==> config.mk <==
export PLATFORM = sky130hd
export DESIGN_NAME = keypad_scanner
export DESIGN_NICKNAME = d
export VERILOG_FILES = /design/src/rtl/keypad_scanner.sv
export SDC_FILE = /design/constraint.sdc
export NUM_CORES = 1
export LEC_CHECK = 0
export ABC_AREA = 1
export CORE_AREA = 3 3 111 113
export DETAILED_ROUTE_END_ITERATION = 6
export DIE_AREA = 0 0 114 116
export PLACE_DENSITY_LB_ADDON = 0.08
export SLEW_MARGIN = 40
export SYNTH_ARGS = -nofsm -noshare
export SYNTH_HDL_FRONTEND = slang
export SYNTH_SLANG_ARGS = --single-unit
==> constraint.sdc <==
create_clock -name clk -period 2.3 [get_ports clk]
set_clock_uncertainty 0.05 [all_clocks]
set_input_delay 0.46 -clock clk [delete_from_list [all_inputs] [get_ports clk]]
set_output_delay 0.46 -clock clk [all_outputs]
set_load 0.02 [all_outputs]
==> src/rtl/keypad_scanner.sv <==
// keypad_scanner: scans a 4x4 keypad, debounces presses/releases and shifts the two latest hex digits into s1/s2
module keypad_scanner #(
  parameter int SCAN_CYCLES     = 100000,
  parameter int DEBOUNCE_CYCLES = 500000
) (
  input  logic       clk,
  input  logic       reset,
  input  logic [3:0] row,
  output logic [3:0] col,
  output logic [3:0] s1,
  output logic [3:0] s2,
  output logic       key_valid
);
  localparam int SW = $clog2(SCAN_CYCLES + 1);
  localparam int DW = $clog2(DEBOUNCE_CYCLES + 1);
  localparam logic [SW-1:0] SCAN_LAST = SW'(SCAN_CYCLES - 1);
  localparam logic [DW-1:0] DB_MAX = DW'(DEBOUNCE_CYCLES);
  // nibble {r,c} holds code(r,c); row 0 occupies the low 16 bits
  localparam logic [63:0] KEYMAP = 64'hDF0E_C987_B654_A321;
  typedef enum logic [1:0] {SCAN, DEBOUNCE, HELD, RELEASE} state_t;
  state_t        state_q, state_d;
  logic [3:0]    row_meta_q, row_s_q;
  logic [1:0]    idx_q, idx_d, r_q, r_d, low_row;
  logic [SW-1:0] scan_cnt_q, scan_cnt_d;
  logic [DW-1:0] db_cnt_q, db_cnt_d, db_inc;
  logic [3:0]    s1_q, s1_d, s2_q, s2_d;
  logic          key_valid_q, key_valid_d, row_hit;
  assign col       = ~(4'b0001 << idx_q);
  assign s1        = s1_q;
  assign s2        = s2_q;
  assign key_valid = key_valid_q;
  assign low_row   = !row_s_q[0] ? 2'd0 : !row_s_q[1] ? 2'd1 : !row_s_q[2] ? 2'd2 : 2'd3;
  assign row_hit   = !row_s_q[r_q];
  assign db_inc    = (db_cnt_q == DB_MAX) ? db_cnt_q : db_cnt_q + 1'b1;
  always_comb begin
    state_d     = state_q;
    idx_d       = idx_q;
    r_d         = r_q;
    scan_cnt_d  = scan_cnt_q;
    db_cnt_d    = db_cnt_q;
    s1_d        = s1_q;
    s2_d        = s2_q;
    key_valid_d = 1'b0;
    case (state_q)
      SCAN: begin
        scan_cnt_d = (scan_cnt_q == SCAN_LAST) ? '0 : scan_cnt_q + 1'b1;
        if (scan_cnt_q == SCAN_LAST) begin
          if (row_s_q != 4'hF) begin
            state_d  = DEBOUNCE;
            r_d      = low_row;
            db_cnt_d = '0;
          end else begin
            idx_d = idx_q + 1'b1;
          end
        end
      end
      DEBOUNCE: begin
        if (!row_hit) begin
          state_d    = SCAN;
          scan_cnt_d = '0;
        end else begin
          db_cnt_d = db_inc;
          if (db_inc == DB_MAX) begin
            state_d     = HELD;
            s1_d        = s2_q;
            s2_d        = KEYMAP[{r_q, idx_q, 2'b00} +: 4];
            key_valid_d = 1'b1;
          end
        end
      end
      HELD: begin
        if (!row_hit) begin
          state_d  = RELEASE;
          db_cnt_d = '0;
        end
      end
      RELEASE: begin
        if (row_hit) begin
          state_d = HELD;
        end else begin
          db_cnt_d = db_inc;
          if (db_inc == DB_MAX) begin
            state_d    = SCAN;
            idx_d      = idx_q + 1'b1;
            scan_cnt_d = '0;
          end
        end
      end
    endcase
  end
  always_ff @(posedge clk or negedge reset) begin
    if (!reset) begin
      row_meta_q  <= 4'hF;
      row_s_q     <= 4'hF;
      state_q     <= SCAN;
      idx_q       <= '0;
      r_q         <= '0;
      scan_cnt_q  <= '0;
      db_cnt_q    <= '0;
      s1_q        <= '0;
      s2_q        <= '0;
      key_valid_q <= 1'b0;
    end else begin
      row_meta_q  <= row;
      row_s_q     <= row_meta_q;
      state_q     <= state_d;
      idx_q       <= idx_d;
      r_q         <= r_d;
      scan_cnt_q  <= scan_cnt_d;
      db_cnt_q    <= db_cnt_d;
      s1_q        <= s1_d;
      s2_q        <= s2_d;
      key_valid_q <= key_valid_d;
    end
  end
endmodule

After elaboration in Yosys (flattened, before gate mapping)
Index checks and enable logic that the tools add are counted.
{"block": "word_totals", "ff_bits": 59, "in_bits": 6, "output_inout_bits": 13, "elab_cells": 77}
{"block": "classes", "addsub": 3, "magnitude_cmp": 1, "eq_ne": 17, "shifts": 2, "muxes": 33, "bitwise": 2, "n_reduce_logical": 9}
{"cell": "$mux 19", "n": 6}
{"cell": "$pmux 19 s4", "n": 1}
{"cell": "$mux 17", "n": 4}
{"cell": "$shiftx 64x7->4 const A", "n": 1}
{"cell": "$pmux 17 s3", "n": 1}
{"cell": "$eq 19x19->1 const B", "n": 2}
{"cell": "$mux 2", "n": 13}
{"cell": "$add 19x1->19 const B", "n": 1}
{"cell": "$add 17x1->17 const B", "n": 1}
{"cell": "$eq 17x17->1 const B", "n": 1}
{"cell": "$ne 2x2->1 const B", "n": 8}
{"cell": "$reduce_and 5->1", "n": 3}
{"cell": "$pmux 2 s4", "n": 1}
{"cell": "$ne 3x3->1 const B", "n": 2}
{"cell": "$reduce_and 3->1", "n": 2}
{"cell": "$mux 1", "n": 5}
{"cell": "$eq 2x2->1 const B", "n": 2}
{"cell": "$ne 4x4->1 const B", "n": 1}
{"cell": "$not 4->4", "n": 1}
{"cell": "$pmux 2 s2", "n": 1}
{"cell": "$reduce_and 4->1", "n": 1}
{"cell": "$shl 1x2->4 const A", "n": 1}
{"cell": "$lt 2x3->1 const B", "n": 1}
{"cell": "$reduce_bool 3->1", "n": 1}
{"cell": "other kinds (6)", "n": 6}

Longest topological paths before layout
Gate-level depths: netlist of the first run.
{"block": "logic_depth", "ltp_word": 6, "ltp_mapped": 18, "mapped_depth_nobuf": 18}

Least setup slack after synthesis of the first run
OpenSTA, ideal clock, no wires.
{"block": "synth_timing", "kind": "register to register", "from": "reg db_cnt_q[0]", "to": "reg scan_cnt_q[9]", "setup_ps": 123, "arrival_ps": 2123, "required_time_ps": 2127, "slack_ps": 3, "path_stages_with_launch": 19, "n_path_buf": 1, "synth_period_minus_slack_ps": 2297, "cell_sequence": "dfrtp_1 > inv_1 > ha_1 > inv_1 > nor2_1 > nand3_1 > nor2_1 > nand2_1 > nand2_1 > nand2_1 > nor2_1 > nand2_1 > nor2_1 > nand2_2 > o21ai_4 > nand2_4 > buf_6 > nand2_1 > o21ai_2"}
{"block": "synth_via", "elab_chain_len": 5, "word_cells_on_any_way": 6, "classes_between": "add/sub (1); eq/ne (3); mux (1); reduce/logical (1)"}
{"element": "start, declared", "line": "25", "text": "logic [DW-1:0] db_cnt_q, db_cnt_d, db_inc;"}
{"element": "start signal, assigned", "line": "110", "text": "db_cnt_q <= db_cnt_d;"}
{"element": "$add 19x1->19 or $eq 19x19->1 (tied branches)", "line": "34", "text": "assign db_inc = (db_cnt_q == DB_MAX) ? db_cnt_q : db_cnt_q + 1'b1;"}
{"element": "$mux 19 *", "line": "34"}
{"element": "$eq 19x19->1 *", "line": "82", "text": "if (db_inc == DB_MAX) begin"}
{"element": "$ne 2x2->1 (no line) *"}
{"element": "$reduce_and 4->1 (no line) *"}
{"element": "end signal, assigned", "line": "109", "text": "scan_cnt_q <= scan_cnt_d;"}
{"element": "end, declared", "line": "24", "text": "logic [SW-1:0] scan_cnt_q, scan_cnt_d;"}
Every way passes the cells marked *; elsewhere a longest branch is shown, timed or not.
A chain may end at the register's enable or synchronous reset.

Final worst setup path of the first run
{"block": "layout_timing", "from": "reg db_cnt_q[0]", "to": "reg scan_cnt_q[14]"}
The elaborated chain is that of the path after synthesis.

==> impl_metrics.toml, run 1 <==
[grt]
met1_usage_pct = 21.1
grt-ovfl-total = 0
grt_max_degree = 27
grt_pass1_vias = 3300
use_met2_pct = 26.7
grt_usage_pct = 16.4
grt_pass1_wl_mm = 16.6
antenna_found_initial = 0
use_met3_pct = 4.91
top_usage_layer = "met2"

[clock_network]
clock-sinks = 59
clk_latency_ps = 340
cts_root_buffer = "clkbuf_16"
cts_tree = "done"
cts_buffers = 9
path_clk_slew_ps = 50
cts.path.max_buffers = 2
htreeDepth = 3

[floorplan]
die_x_um = 114
die_area_um2 = 13200
ios = 19
row_count = 39
coreArea_um2 = 11400
die_y_um = 116
start_util_pct = 31.8

[detailed_routing]
drt_wl_total_mm = 10.3
drt_iter0_drc = 189
avgRoutedWirePerCell_um = 14.4
antenna_left = 0
drc = 0
via_per_inst = 4.84
firstDrtPassIters = 4
num_vias = 3479

[finish]
nFillCells = 1178
drive_gt1_share_pct = 28.3
instances_no_fill = 719
area_growth_pct = 36.0
n_antenna_cell = 0
nets = 586
multi_input_area_um2 = 2050
seq_area_um2 = 1490

[synthesis]
syn_inst = 489
synth_seq_area_share_pct = 40.9
yosysUniqueCellTypes = 32
synth_seq_cells = 59
synth_warnings = 0
syn_nets = 504
avgSynthCellArea_um2 = 7.43
netlist_area_um2 = 3630

[setup_path]
cp-end-kind = "flop"
path_class = "flop to flop"
r2r_start = "db_cnt_q[0]"
startpoint = "db_cnt_q[0]"
critical_path.top_delay_family = "simple AND/OR/NAND/NOR gates"
crit_chain = "inv_2 > ha_4 > inv_2 > nor2_1 > nand3_1 > nor2_2 > nand2_2 > nand2_2 > nand2_2 > nor2_2 > nand2_2 > nor2_4 > nand2_4 > o21ai_4 > buf_12 > nand2_8 > nand2_2 > o21ai_2"
crit_path_top_delay_cell = "dfrtp_2"
r2r-end = "scan_cnt_q[14]"
r2r_setup_slack_ps = -150
endpoint = "scan_cnt_q[14]"
cp.arrival_ps = 2620
cp_max_fo = 7
max_stage_delay_ps = 430
critical_path_required_ps = 2470
reg2regPathDepth = 18
crit_path_start_kind = "flop"
crit_top_cell = "nand2_2"
cp_num_buf_inv = 3
cp_num_cells = 18

[outcome]
outcome = "complete, but fails checks"
violations = "setup timing"

[timing]
fin_setup_tns_ps = -2450
slew_headroom_pct = 43.4
period_share_pct = 107
maxSlewViolCount = 0
rsz0062_at_grt = "yes"
fin_ws_ps = -150
fin_crit_ps = 2450
setup_violations = 24
worst_pin_slew_ps = 848
max_freq_ghz = 0.408
hold_viol = 0

[pwr]
seq_power_share_pct = 43.2
intPower_w = 0.00193
combPwrFrac_pct = 1.7
p_leak_nw = 2.22
switching_power_w = 0.000517
swShare_pct = 21.1
powerDensity_nw_per_um2 = 496
pwr-share-clk_pct = 55.2
vdd.ir_drop.worst_mv = 0.530

[min_path]
min_path_type = "input pin to asynchronous set/reset pin"

[flow_run]
max_cap_violations = 0

[place]
hpwl_mm = 7.40
place_congestion = 0.863
pre_cts_slack_ps = -272
dp_cells = 695
io_buffer_count = 18
Yosys cell counts:
master	n	share of area, %
o21ai_0	28	3.9
nand2_4	1	0.31
dfstp_2	8	5.8
nor2b_1	1	0.17
dfrtp_1	51	35
nor2_1	54	5.6
xor2_1	12	2.9
nand4_1	21	3.6
nor2_2	6	1.0
or2_2	7	1.2
nand2_1	112	12
clkbuf_1	6	0.62
inv_1	69	7.1
a21oi_1	4	0.55
buf_4	1	0.21
nor4_1	5	0.86
buf_6	2	0.62
o31ai_1	1	0.21
nor3_1	3	0.41
nand2_2	3	0.52
a32o_1	1	0.28
nor2_4	2	0.62
nand3_1	44	6.1
o21ai_1	4	0.55
o21ai_4	1	0.45
o211ai_1	3	0.62
ha_1	9	3.1
o21ai_2	11	2.7
o22ai_1	16	2.8
xnor2_1	1	0.24
nand3b_1	1	0.21
buf_2	1	0.14
repair_timing:
action	CTS	global route
endpoints found under the setup margin	31	46
hold buffers	0	0
pin swaps	5	20
gates resized for setup	32	31
cloned	2	1
buffers inserted	6	2
area by class of cell:
type,instances,share of cell area (%)
Multi-Input combinational cell,354,41.5
Sequential cell,59,30.2
Timing Repair Buffer,78,13.5
Inverter,69,5.25
Clock buffer,13,5.07
Tap cell,143,3.62
Clock inverter,3,0.811
power groups by stage:
| stage | Clock (W) | Sequential, W | Combinational (W) |
|---|---|---|---|
| after floorplan | 0 | 0.00107 | 0.00000452 |
| after global placement | 0 | 0.00107 | 0.0000427 |
| after detailed placement | 0 | 0.00107 | 0.0000434 |
| after CTS | 0.00139 | 0.00106 | 0.0000434 |
| after global routing | 0.00143 | 0.00106 | 0.0000470 |
| final | 0.00135 | 0.00106 | 0.0000410 |
per-stage QoR:
stage	hold WS [ps]	instance area (um^2)	util (%)	total power, W
6_report	94.4	4940	43.2	0.00245
5_1_grt	135	4940	43.2	0.00253
4_1_cts	109	4830	42.3	0.00249
3_5_place_dp	297	4370	38.2	0.00112
3_3_place_gp	298	4370	38.2	0.00112
2_1_floorplan	114	3630	-	0.00108
sequential cells by signal, summed over array words and instances (netlist names), named ones only:
| register | cells |
|---|---|
| row_s_q | 4 |
| scan_cnt_q | 17 |
| s1 | 4 |
| r_q | 2 |
| row_meta_q | 4 |
| s2 | 4 |
| db_cnt_q | 19 |
| idx_q | 2 |
| state_q | 1 |
| key_valid | 1 |
metal layers:
metal  routed length [um]  share of wire [%]
met1                 4850                 47
met2                 4900                 47
met3                  448                4.3
met4                  147                1.4
met5                    0                  0
logic make-up (layout without fill, tap and decap cells):
family | after synthesis | after routing | share of synthesized area (%)
buf+inv | 79 | 163 | 8.72
flops | 59 | 59 | 40.9
fa+ha+maj | 9 | 9 | 3.10
xor+xnor | 13 | 13 | 3.14
simple gates | 260 | 263 | 32.2
compound gates | 69 | 69 | 11.9
how the worst min path moves through the flow:
stage | start | endpoint | cells after the start
5_1_grt | reset | s1[2] | 1
6_report | reset | s1[2] | 1
4_1_cts | reset | s1[2] | 1
2_1_floorplan | reset | asynchronous set/reset pin | 0
3_3_place_gp | row_meta_q[2] | row_s_q[2] | 0
3_5_place_dp | row_meta_q[0] | row_s_q[0] | 0
cells in the final DEF, fill, tap and decap left out, drive strengths merged, types with 2 or more instances in the layout:
master           n
clkinv           2
nor3             3
or2              7
o21ai           44
buf             61
clkbuf          13
nand3           44
dfrtp           51
nor4             5
ha               9
dlygate4sd2      2
nand2          119
inv             69
a21oi            4
o22ai           16
dfstp            8
o211ai           3
xor2            12
clkdlybuf4s50   14
nand4           21
nor2            62
No activity file was read; power rests on OpenSTA's default activity.
==> inputs of run 2 (changes only) <==
--- a/config.mk
+++ b/config.mk
@@ -5,10 +5,9 @@
 export SDC_FILE = /design/constraint.sdc
 export NUM_CORES = 1
 export LEC_CHECK = 0
-export ABC_AREA = 1
-export CORE_AREA = 3 3 111 113
+export CORE_AREA = 3 3 110 112
 export DETAILED_ROUTE_END_ITERATION = 6
-export DIE_AREA = 0 0 114 116
+export DIE_AREA = 0 0 113 115
 export PLACE_DENSITY_LB_ADDON = 0.08
 export SLEW_MARGIN = 40
 export SYNTH_ARGS = -nofsm -noshare
==> run 2 against run 1 <==
  * The run still ends with setup timing left
  * Final area is 13% higher
  * Area after synthesis decreased by 1.7%
  * Total power is 14% higher
  * Final cell count decreased by 9.5%
  * Die area is 1.7% lower
==> impl_metrics.toml, run 2 <==
[outcome]
outcome = "complete, but fails checks"
violations = "setup timing"

[finish]
post-route-util_pct = 49.1
n_antenna_cell = 0
largest_reg_flops = 19
reg.largest.list = "db_cnt_q: 19 flops, scan_cnt_q: 17 flops"
finalInstanceArea_um2 = 5560
drive_gt1_share_pct = 42.5
final_common_cell = "buf_4"
top_register = "db_cnt_q"
area_growth_pct = 55.7
nets = 518
layout_common_cells = "buf_4, dfrtp_1, nand2_1"

[floorplan]
coreArea_um2 = 11300
die_x_um = 113
ios = 19
die_y_um = 115
row_count = 39
start_util_pct = 31.5
die_area_um2 = 13000

[synthesis]
avgSynthCellArea_um2 = 9.30
synth_seq_area_share_pct = 41.6
yosysTopAreaCell = "dfrtp_1"
yosys.area.top_type_share_pct = 35.8
synth.most_common_cell = "dfrtp_1"
synth_seq_cells = 59
syn_inst = 384
yosysUniqueCellTypes = 61
synth_ff_type = "dfrtp_1"
synth_async_sr_flop_share_pct = 100
synth_edf_count = 0
synthTopCellsByArea = "dfrtp_1, dfstp_2, nand2_1"
netlist_area_um2 = 3570
yosys-top-cells-count = "dfrtp_1, nand2_1, nand3_1, nor2_1"
synth_warnings = 0
syn_nets = 399

[timing]
fin_ws_ps = -605
hold_slack_ps = 41.4
period_share_pct = 126
fin_crit_ps = 2910
slew_headroom_pct = 64.5
worst_pin_slew_ps = 530
hold_viol = 0
max_freq_ghz = 0.344
setup_violations = 37
maxSlewViolCount = 0
rsz0062_at_grt = "yes"

[setup_path]
reg2regPathDepth = 8
path_class = "flop to flop"
r2r_start = "db_cnt_q[11]"
critical_path_required_ps = 2470
cp_max_fo = 8
cp-end-kind = "flop"
r2r_setup_slack_ps = -610
crit_path_start_kind = "flop"
cp.arrival_ps = 3070
r2r-end = "s1[3]"
endpoint = "s1[3]"
startpoint = "db_cnt_q[11]"

[clock_network]
clock-sinks = 59
cts.path.max_buffers = 2
htreeDepth = 3
cts_buffers = 9
path_clk_slew_ps = 60
hold_buffers = 0
clk_latency_ps = 340
cts_tree = "done"
cts_root_buffer = "clkbuf_16"

[grt]
grt_pass1_wl_mm = 16.7
antenna_found_initial = 0
grt_max_degree = 41
grt_usage_pct = 16.4
grt-ovfl-total = 0
grt_pass1_vias = 3205

[detailed_routing]
drt_wl_total_mm = 10.3
via_per_inst = 5.20
firstDrtPassIters = 4
drc = 0
routed-wl-met2_mm = 4.63
antenna_left = 0
dr_wl_met3_um = 316
highest_layer = "met4"
avgRoutedWirePerCell_um = 15.8
drt_iter0_drc = 153
drt-met1-wl_mm = 5.13
num_vias = 3387

[place]
hpwl_mm = 7.07
place_congestion = 0.814
placed_cell_area_um2 = 4580
io_buffer_count = 18

[pwr]
combPwrFrac_pct = 1.4
swShare_pct = 19.9
power_w = 0.00280
vdd.ir_drop.worst_mv = 0.289
switching_power_w = 0.000558
seq_power_share_pct = 37.6
powerDensity_nw_per_um2 = 504
intPower_w = 0.00224
p_leak_nw = 2.49
pwr-share-clk_pct = 60.9

[min_path]
min_path_type = "input pin to asynchronous set/reset pin"

[flow_run]
max_cap_violations = 0
## run 2: changes by cell type in the layout (fill, tap and decap cells not counted), moves of 10 or more
cell,delta
and3_1,+10
buf_4,+41
buf_6,+10
inv_1,-49
nand2_1,-51
nand2_2,-22
nand3_1,-16
nand4_1,-13
nor2_1,-32
o21ai_0,-19
o22ai_1,-14
xor2_1,-10
## run 2: worst min-delay path by stage
| stage | endpoint | start |
|---|---|---|
| after floorplan | asynchronous set/reset pin | reset |
| after global placement | row_s_q[0] | row_meta_q[0] |
| after detailed placement | row_s_q[1] | row_meta_q[1] |
| after CTS | idx_q[0] | reset |
| after global routing | idx_q[0] | reset |
| final | idx_q[0] | reset |
## run 2: timing repair
action | 4_1_cts | 5_1_grt
resized for setup | 43 | 59
setup buffers | 9 | 10
pin swaps | 17 | 27
endpoints found under the setup margin | 47 | 52
cloned | 3 | 2
## run 2: cells by family after synthesis
group	synth area share (%)
compound gates	16.4
simple gates	25.5
mux	6.87
xor+xnor	1.72
buf+inv	4.73
fa+ha+maj	3.15
flops	41.6
## run 2: layout make-up
type / count / area (um^2)
inverters: 17 / 63.8
clock inverters: 7 / 146
multi-input cells: 285 / 2320
well taps: 143 / 179
fillers: 1089 / 5760
flip-flops and latches: 59 / 1500
repair buffers: 131 / 1130
clock buffers: 9 / 225
## run 2: stage by stage
| stage | setup slack (ps) | cells | setup TNS, ps |
|---|---|---|---|
| 2_1_floorplan | -633 | 384 | -12090 |
| 3_3_place_gp | -671 | 613 | -17330 |
| 3_5_place_dp | -669 | 613 | -17310 |
| 4_1_cts | -648 | 641 | -16130 |
| 5_1_grt | -721 | 651 | -18880 |
| 6_report | -605 | 651 | -14360 |
## run 2: metal layers
layer,vias up,track usage (%)
met1,1658,23.1
met5,-,0
li1,1666,-
met3,17,2.95
met2,46,24.3
met4,0,7.61
## run 2: power groups by stage
stage / combinational (W) / sequential (W) / clock, W
6_report: 0.0000399 / 0.00105 / 0.00171
4_1_cts: 0.0000413 / 0.00105 / 0.00176
2_1_floorplan: 0.00000481 / 0.00107 / 0
3_3_place_gp: 0.0000407 / 0.00107 / 0
5_1_grt: 0.0000466 / 0.00106 / 0.00180
3_5_place_dp: 0.0000405 / 0.00107 / 0
## run 2: worst max-delay path, stage by stage (launching register included)
cell and delay (ps):
dfrtp_1 420, or4bb_1 560, nor3_4 170, nand4_1 140, o2bb2ai_1 150, or4_4 510
or3_1 330, buf_6 160, mux2_4 300
==> inputs of run 3 (changes only) <==
--- a/config.mk
+++ b/config.mk
@@ -5,9 +5,10 @@
 export SDC_FILE = /design/constraint.sdc
 export NUM_CORES = 1
 export LEC_CHECK = 0
-export CORE_AREA = 3 3 110 112
+export CORE_AREA = 3 3 97 99
+export CTS_CLUSTER_DIAMETER = 120
 export DETAILED_ROUTE_END_ITERATION = 6
-export DIE_AREA = 0 0 113 115
+export DIE_AREA = 0 0 100 102
 export PLACE_DENSITY_LB_ADDON = 0.08
 export SLEW_MARGIN = 40
 export SYNTH_ARGS = -nofsm -noshare
==> run 3 against run 2 <==
  * The run still ends with setup timing left
  * Non-clock buffer count shrank 11
  * Final cell count shrank 7.1%
  * Worst setup slack gained 6.4 ps
  * Largest power group unchanged
  * Highest routed layer unchanged
==> impl_metrics.toml, run 3 (synthesis results as in run 2) <==
[outcome]
outcome = "complete, but fails checks"
violations = "setup timing"

[clock_network]
cts.path.max_buffers = 2
path_clk_slew_ps = 70
htreeDepth = 3
cts_root_buffer = "clkbuf_8"
cts_tree = "done"
clk_latency_ps = 340
cts_buffers = 9
clock-sinks = 59

[detailed_routing]
drt_wl_total_mm = 9.89
drt_iter0_drc = 136
num_vias = 3313
via_per_inst = 5.48
firstDrtPassIters = 4
drc = 0
avgRoutedWirePerCell_um = 16.4
antenna_left = 0

[grt]
grt_pass1_vias = 3231
grt_pass1_wl_mm = 15.8
grt_max_degree = 30
antenna_found_initial = 0
grt-ovfl-total = 0
grt_usage_pct = 19.6

[finish]
nets = 507
area_growth_pct = 44.1
n_antenna_cell = 0
nFillCells = 746
largest_reg_flops = 19
multi_input_area_um2 = 2170
reg.largest.list = "db_cnt_q: 19 flops, scan_cnt_q: 17 flops"
top_register = "db_cnt_q"
seq_area_um2 = 1500
drive_gt1_share_pct = 37.8
layout_common_cells = "buf_4, nand2_1, dfrtp_1"
final_common_cell = "buf_4"

[timing]
maxSlewViolCount = 0
fin_ws_ps = -599
period_share_pct = 126
worst_pin_slew_ps = 600
max_freq_ghz = 0.345
fin_crit_ps = 2900
setup_violations = 30
hold_slack_ps = 307
rsz0062_at_grt = "yes"
slew_headroom_pct = 59.9
hold_viol = 0
fin_setup_tns_ps = -14280

[setup_path]
critical_path_required_ps = 2480
path_class = "flop to flop"
cp-end-kind = "flop"
crit_path_top_delay_cell = "or4_4"
crit_top_cell = "or4_4"
cp_max_fo = 8
max_stage_delay_ps = 510
cp.arrival_ps = 3070
crit_path_start_kind = "flop"
reg2regPathDepth = 8
crit_chain = "buf_6 > nand2_1 > or4_4 > nor4_4 > o2bb2ai_1 > or4_4 > or3_4 > mux2_4"

[floorplan]
row_count = 34
coreArea_um2 = 8640
start_util_pct = 41.3
die_x_um = 100
die_area_um2 = 10200
ios = 19
die_y_um = 102

[place]
place_congestion = 0.915
pre_cts_slack_ps = -700
hpwl_mm = 6.89
io_buffer_count = 18

[min_path]
min_path_type = "flop to flop"
hold_path_depth = 0

[pwr]
vdd.ir_drop.worst_mv = 0.259
powerDensity_nw_per_um2 = 432
p_leak_nw = 2.32

[flow_run]
max_cap_violations = 0
## run 3: area by class of cell
type	count	share of cell area (%)
Clock inverter	4	1.41
Clock buffer	12	3.02
Inverter	17	1.24
Sequential cell	59	29.1
Tap cell	108	2.63
Multi-Input combinational cell	285	42.3
Timing Repair Buffer	120	20.3
## run 3: worst max-delay path, delay by kind of cell (launching register included)
kind	cells	cell delay [ps]
buffers and inverters	1	130
and+or+nand+nor	5	1760
AOI/OAI and AO/OA	1	80
muxes	1	320
DFF	1	430
## run 3: power by group
part	internal (W)	total, W	switching (W)
sequential	0.00105	0.00105	0.00000371
clock	0.000669	0.00112	0.000456
combinational	0.0000148	0.0000410	0.0000262
## run 3: what timing repair did
item	CTS	global route
pin swaps	11	20
hold endpoints to repair	10	0
hold buffers	1	0
resized for setup	25	38
cloned	1	2
buffers inserted	4	5
endpoints found under the setup margin	47	54
## run 3: per-layer routing
layer,GRT usage [%],part of all wire (%)
met2,33.3,50
met3,4.30,2.0
met5,0,0
met4,5.70,0.77
met1,25.3,47
## run 3: final timing paths
path,start,end,slack (ps)
worst min-delay path,row_meta_q[1],row_s_q[1],310
max in group asynchronous,reset,row_meta_q[2],1040
worst max register to register,db_cnt_q[11],s1[2],-600
min in group asynchronous,reset,state_q[0],520
worst max-delay path,db_cnt_q[11],s1[2],-600
worst min register to register,row_meta_q[1],row_s_q[1],310
## run 3: stage by stage
stage               utilization (%)  instance area (um^2)  power, W  instances
finish                         59.5                  5140   0.00222        605
global route                   59.5                  5140   0.00230        605
CTS                            57.0                  4920   0.00224        600
detailed placement             52.6                  4540   0.00111        578
global placement               52.6                  4540   0.00111        578
floorplan                         -                  3670   0.00108        384
